**src/rtl/sha256_msg_padder.sv**
```systemverilog
// SHA-256 message padder: collects a byte stream into 512-bit blocks, appends
// the 0x80 marker, zero fill and the 64-bit big-endian bit-length, and hands
// the blocks to the hash engine with a final-block flag.
//
// state    | meaning
// ---------+-----------------------------------------------------------
// ACCEPT   | taking message bytes into the block buffer
// EMIT     | presenting a data-bearing block, waiting for blk_ready_i
// EMIT_LEN | presenting the trailing length-only block (always final)
module sha256_msg_padder #(
    parameter int LEN_W = 32
) (
    input  logic         clk_i,
    input  logic         reset_i,
    input  logic [7:0]   in_data_i,
    input  logic         in_valid_i,
    input  logic         in_last_i,
    output logic         in_ready_o,
    output logic [511:0] blk_data_o,
    output logic         blk_valid_o,
    output logic         blk_last_o,
    input  logic         blk_ready_i,
    output logic         busy_o,
    output logic         len_err_o
);

    typedef enum logic [1:0] {
        ACCEPT   = 2'd0,
        EMIT     = 2'd1,
        EMIT_LEN = 2'd2
    } state_t;

    state_t             state_q, state_d;
    logic [511:0]       buf_q, buf_d;
    logic [5:0]         idx_q, idx_d;
    logic [LEN_W-1:0]   count_q, count_d;
    logic               last_q, last_d;
    logic               len_pend_q, len_pend_d;   // a length-only block must follow
    logic               pad80_q, pad80_d;         // that block starts with 0x80
    logic               busy_q, busy_d;
    logic               len_err_q, len_err_d;

    logic               accept;
    logic               handshake;
    logic [8:0]         wr_base;
    logic [8:0]         nxt_base;
    logic [LEN_W-1:0]   count_inc;

    // Bit-length field: byte count times eight, zero-extended to 64 bits.
    function automatic logic [63:0] len_field(input logic [LEN_W-1:0] c);
        logic [63:0] f;
        f = '0;
        f[LEN_W+2:3] = c;
        return f;
    endfunction

    assign accept    = (state_q == ACCEPT) && in_valid_i;
    assign handshake = (state_q != ACCEPT) && blk_ready_i;
    assign wr_base   = 9'd511 - {idx_q, 3'b000};
    assign nxt_base  = wr_base - 9'd8;
    assign count_inc = count_q + 1'b1;

    // State register.
    always_ff @(posedge clk_i or posedge reset_i) begin
        if (reset_i) begin
            state_q <= ACCEPT;
        end else begin
            state_q <= state_d;
        end
    end

    // Next-state logic.
    always_comb begin
        state_d = state_q;
        case (state_q)
            ACCEPT: begin
                if (accept && (in_last_i || idx_q == 6'd63)) begin
                    state_d = EMIT;
                end
            end
            EMIT: begin
                if (blk_ready_i) begin
                    if (last_q) begin
                        state_d = ACCEPT;
                    end else if (len_pend_q) begin
                        state_d = EMIT_LEN;
                    end else begin
                        state_d = ACCEPT;
                    end
                end
            end
            EMIT_LEN: begin
                if (blk_ready_i) begin
                    state_d = ACCEPT;
                end
            end
            default: state_d = ACCEPT;
        endcase
    end

    // Output decode; both handshake outputs come straight from the state register.
    always_comb begin
        in_ready_o  = (state_q == ACCEPT);
        blk_valid_o = (state_q != ACCEPT);
        blk_data_o  = buf_q;
        blk_last_o  = last_q;
        busy_o      = busy_q;
        len_err_o   = len_err_q;
    end

    // Datapath next-state: byte writes, padding and block turnover.
    // Slots past idx are always zero because the buffer is cleared after each
    // block, so padding only needs the 0x80 marker and the length.
    always_comb begin
        buf_d      = buf_q;
        idx_d      = idx_q;
        count_d    = count_q;
        last_d     = last_q;
        len_pend_d = len_pend_q;
        pad80_d    = pad80_q;
        busy_d     = busy_q;
        len_err_d  = len_err_q;

        if (accept) begin
            buf_d[wr_base -: 8] = in_data_i;
            idx_d      = idx_q + 6'd1;
            count_d    = count_inc;
            busy_d     = 1'b1;
            last_d     = 1'b0;
            len_pend_d = 1'b0;
            pad80_d    = 1'b0;
            if (&count_q) begin
                len_err_d = 1'b1;
            end
            if (in_last_i) begin
                if (idx_q != 6'd63) begin
                    buf_d[nxt_base -: 8] = 8'h80;
                end
                if (idx_q <= 6'd54) begin
                    buf_d[63:0] = len_field(count_inc);
                    last_d      = 1'b1;
                end else if (idx_q == 6'd63) begin
                    len_pend_d = 1'b1;
                    pad80_d    = 1'b1;
                end else begin
                    len_pend_d = 1'b1;
                end
            end
        end else if (handshake) begin
            if (last_q) begin
                buf_d      = '0;
                idx_d      = '0;
                count_d    = '0;
                busy_d     = 1'b0;
                last_d     = 1'b0;
                len_pend_d = 1'b0;
                pad80_d    = 1'b0;
            end else if (len_pend_q) begin
                buf_d      = {(pad80_q ? 8'h80 : 8'h00), 440'd0, len_field(count_q)};
                last_d     = 1'b1;
                len_pend_d = 1'b0;
            end else begin
                buf_d = '0;
                idx_d = '0;
            end
        end
    end

    // Datapath registers.
    always_ff @(posedge clk_i or posedge reset_i) begin
        if (reset_i) begin
            buf_q      <= '0;
            idx_q      <= '0;
            count_q    <= '0;
            last_q     <= 1'b0;
            len_pend_q <= 1'b0;
            pad80_q    <= 1'b0;
            busy_q     <= 1'b0;
            len_err_q  <= 1'b0;
        end else begin
            buf_q      <= buf_d;
            idx_q      <= idx_d;
            count_q    <= count_d;
            last_q     <= last_d;
            len_pend_q <= len_pend_d;
            pad80_q    <= pad80_d;
            busy_q     <= busy_d;
            len_err_q  <= len_err_d;
        end
    end

endmodule

```
**config.mk**
```make
export PLATFORM = sky130hd
export DESIGN_NAME = sha256_msg_padder
export DESIGN_NICKNAME = d
export VERILOG_FILES = /design/src/rtl/sha256_msg_padder.sv
export SDC_FILE = /design/constraint.sdc
export NUM_CORES = 1
export LEC_CHECK = 0
export CORE_MARGIN = 4
export CORE_UTILIZATION = 25
export CTS_CLUSTER_SIZE = 10
export DETAILED_ROUTE_END_ITERATION = 8
export GPL_ROUTABILITY_DRIVEN = 0
export MAX_ROUTING_LAYER = met4
export PLACE_DENSITY_LB_ADDON = 0.2
export SLEW_MARGIN = 15
export SYNTH_ARGS = -nofsm -noshare
export SYNTH_HDL_FRONTEND = slang
export SYNTH_SLANG_ARGS = --single-unit
```
**constraint.sdc**
```tcl
create_clock -name clk_i -period 30.8 [get_ports clk_i]
set_input_delay 9.24 -clock clk_i [delete_from_list [all_inputs] [get_ports clk_i]]
set_output_delay 9.24 -clock clk_i [all_outputs]
set_load 0.005 [all_outputs]
```
==> load_flow_metrics.sql <==
INSERT INTO impl_metrics (metric_group, metric, value, unit) VALUES
('status', 'status', 'finished clean', ''),
('power', 'power.net_switching', '0.800', 'mW'),
('logic_synthesis', 'yosys.area.top_type', 'sky130_fd_sc_hd__dfrtp_1', ''),
('detailed_routing', 'routed_wirelength', '119', 'mm'),
('detailed_routing', 'ant_nets', '0', ''),
('setup_path', 'cpMaxStageDelayCell', 'sky130_fd_sc_hd__buf_4', ''),
('setup_path', 'cp-end-kind', 'asynchronous set/reset pin', ''),
('setup_path', 'crit_fanout', '120', ''),
('flow_run', 'max-cap-violations', '0', ''),
('global_route', 'grt_max_degree', '121', ''),
('timing', 'hold_viol', '0', ''),
('floorplan', 'initial_core_util', '0.253', ''),
('finish', 'seqCellArea', '13900', 'um2'),
('floorplan', 'core-area', '100000', 'um2'),
('detailed_routing', 'vias', '22900', ''),
('global_route', 'grt.overflow.total', '0', ''),
('logic_synthesis', 'synthDominantCellAreaShare', '0.549', ''),
('detailed_routing', 'drt-wirelength-per-cell', '27.8', 'um'),
('clock_network', 'cts.reportedPaths.clkPinSlew', '0.05', 'ns'),
('timing', 'report.final.setup_viol', '0', ''),
('detailed_routing', 'drcViolationCount', '0', ''),
('timing', 'maximum_achievable_frequency', '82.6', 'MHz'),
('clock_network', 'tritoncts', 'built', ''),
('timing', 'timing_worst_slew_pin_value', '1.24', 'ns'),
('finish', 'final_layout_size_suffix_gt1_frac', '0.0824', ''),
('detailed_routing', 'detail_route.vias_per_cell', '5.35', ''),
('logic_synthesis', 'synth.distinct_cells', '104', ''),
('setup_path', 'crit_top_cell', 'sky130_fd_sc_hd__buf_4', ''),
('finish', 'nets', '2912', ''),
('floorplan', 'die_area', '107000', 'um2'),
('timing', 'max-slew-margin-rel', '0.173', ''),
('clock_network', 'cts_sinks', '557', ''),
('setup_path', 'worstPathRequired', '31.47', 'ns'),
('timing', 'fin_crit_sh', '0.393', ''),
('floorplan', 'die_height', '327', 'um'),
('power', 'leakagePower', '13.7', 'nW'),
('power', 'switching_share', '0.366', ''),
('clock_network', 'cts_hold_buf', '0', ''),
('placed_design', 'count_of_input_and_output_buffers', '529', ''),
('clock_network', 'ctsRootBufferMaster', 'sky130_fd_sc_hd__clkbuf_16', ''),
('detailed_routing', 'dr.first_iter.drc_count', '2179', ''),
('clock_network', 'clock_path_buffers', '3', ''),
('setup_path', 'timing_worst_setup_path_type', 'in -> async', ''),
('placed_design', 'detailedPlacementHpwl', '87.3', 'mm'),
('global_route', 'via_count_of_the_first_global_routing_pass', '23200', ''),
('setup_path', 'arrival', '12.77', 'ns'),
('setup_path', 'cell_breakdown_of_the_critical_path', 'clkdlybuf4s50_1 > inv_8 > buf_4 > buf_4 > buf_4', ''),
('logic_synthesis', 'synth.avg_cell_area', '10.6', 'um2'),
('logic_synthesis', 'synth.top_cells.by_area', 'sky130_fd_sc_hd__dfrtp_1, sky130_fd_sc_hd__o2bb2ai_1, sky130_fd_sc_hd__a22o_1, sky130_fd_sc_hd__nand2_1, sky130_fd_sc_hd__o21ai_0', ''),
('timing', 'shortest_clock_period_the_worst_path_allows_after_layout', '12.10', 'ns'),
('finish', 'layout.filler_cells', '10200', ''),
('clock_network', 'insertion_delay', '0.63', 'ns'),
('logic_synthesis', 'ys_seq_elements', '557', ''),
('logic_synthesis', 'synth.net_count', '2423', ''),
('power', 'power.combinational.fraction', '0.265', ''),
('finish', 'postLayoutCoreUtil', '0.341', ''),
('clock_network', 'cts_resized', '0', ''),
('timing', 'finClkSkew', '0.0361', 'ns'),
('logic_synthesis', 'synth_edf_count', '0', ''),
('power', 'p_int', '1.38', 'mW'),
('detailed_routing', 'drtPass1Iterations', '6', ''),
('clock_network', 'h-tree-depth', '3', ''),
('logic_synthesis', 'post_synth_inst_count', '2402', ''),
('finish', 'multiInputGateArea', '10700', 'um2'),
('logic_synthesis', 'synth_flop_cell', 'sky130_fd_sc_hd__dfrtp_1', ''),
('finish', 'layout.cells.most_common_list', 'sky130_fd_sc_hd__dfrtp_1, sky130_fd_sc_hd__clkdlybuf4s50_1, sky130_fd_sc_hd__nand2_1', ''),
('timing', 'timing_max_transition_violations_final', '0', ''),
('floorplan', 'top_level_ports', '530', ''),
('power', 'ir_drop', '0.0317', 'mV'),
('global_route', 'number_of_antenna_violations_at_the_first_check_in_global_routing', '2', ''),
('power', 'post-layout-total-power', '2.18', 'mW');
worst max-delay path: cells and delay by family:
family / cells / cell delay, ns
buffers and inverters: 5 / 3.25
path summary, 6_finish.rpt:
check                      cells after the start  slack, ns                          end                         from
setup reg to reg                               7      26.71  blk_data_o[461]$_DFFE_PP0P_         idx_q[0]$_DFFE_PP0P_
hold / removal                                 2       0.48  blk_data_o[186]$_DFFE_PP0P_  blk_data_o[186]$_DFFE_PP0P_
min in group asynchronous                      2       9.18  blk_data_o[444]$_DFFE_PP0P_                      reset_i
hold reg to reg                                2       0.48  blk_data_o[186]$_DFFE_PP0P_  blk_data_o[186]$_DFFE_PP0P_
setup / recovery                               5      18.70  blk_data_o[342]$_DFFE_PP0P_                      reset_i
max in group clk_i                             7      18.70  blk_data_o[334]$_DFFE_PP0P_                   in_valid_i
routing by layer:
| metal | up-vias | track usage | wire length [um] |
|---|---|---|---|
| li1 | 10000 | - | - |
| met1 | 11800 | 0.268 | 48700 |
| met2 | 896 | 0.365 | 58000 |
| met3 | 188 | 0.0484 | 7860 |
| met4 | 0 | 0.0784 | 4350 |
| met5 | - | - | 0 |
sequential cells by signal, indices dropped and copies added, names as in the netlist:
register    flops
blk_data_o    512
busy_o          1
blk_last_o      1
pad80_q         1
idx_q           6
len_pend_q      1
count_q        32
state_q         2
len_err_o       1
layout make-up:
| cell class | instances | area share |
|---|---|---|
| tap | 1357 | 0.0496 |
| clock inverter | 10 | 0.00337 |
| sequential | 557 | 0.408 |
| timing repair buffer | 570 | 0.164 |
| multi-input combinational | 1664 | 0.312 |
| clock buffer | 97 | 0.0605 |
| inverter | 27 | 0.00318 |
| antenna | 1 | 0.0000732 |
cell families after synthesis:
group,synth area share
AO/OA/AOI/OAI,0.271
AND/OR/NAND/NOR,0.136
flip-flops,0.549
buffers and inverters,0.0319
XOR/XNOR,0.00656
adder cells (fa/ha/maj),0.00394
multiplexers,0.00207
Yosys cell counts, types with 34 or more instances:
cell type,count
sky130_fd_sc_hd__a21oi_1,91
sky130_fd_sc_hd__a22o_1,136
sky130_fd_sc_hd__a32o_1,51
sky130_fd_sc_hd__buf_2,52
sky130_fd_sc_hd__clkbuf_1,84
sky130_fd_sc_hd__dfrtp_1,557
sky130_fd_sc_hd__nand2_1,293
sky130_fd_sc_hd__nand3_1,54
sky130_fd_sc_hd__nor2_1,173
sky130_fd_sc_hd__nor3_1,34
sky130_fd_sc_hd__o21ai_0,194
sky130_fd_sc_hd__o21ai_1,51
sky130_fd_sc_hd__o2bb2ai_1,188
power groups by stage:
stage	clock network (mW)	registers (mW)	logic [mW]
after floorplan	0	0.796	0.332
after global placement	0	0.810	0.572
after detailed placement	0	0.810	0.580
after CTS	0.822	0.798	0.582
after global routing	0.853	0.802	0.621
final	0.805	0.799	0.579
per-stage QoR:
step                instances  instance area [um2]  setup slack, ns
floorplan                2402                25400             5.98
global placement         4175                32000            18.00
detailed placement       4175                32000            17.89
CTS                      4282                34200            18.57
global route             4283                34200            18.17
finish                   4283                34200            18.70
(Power assumes the default switching activity.)
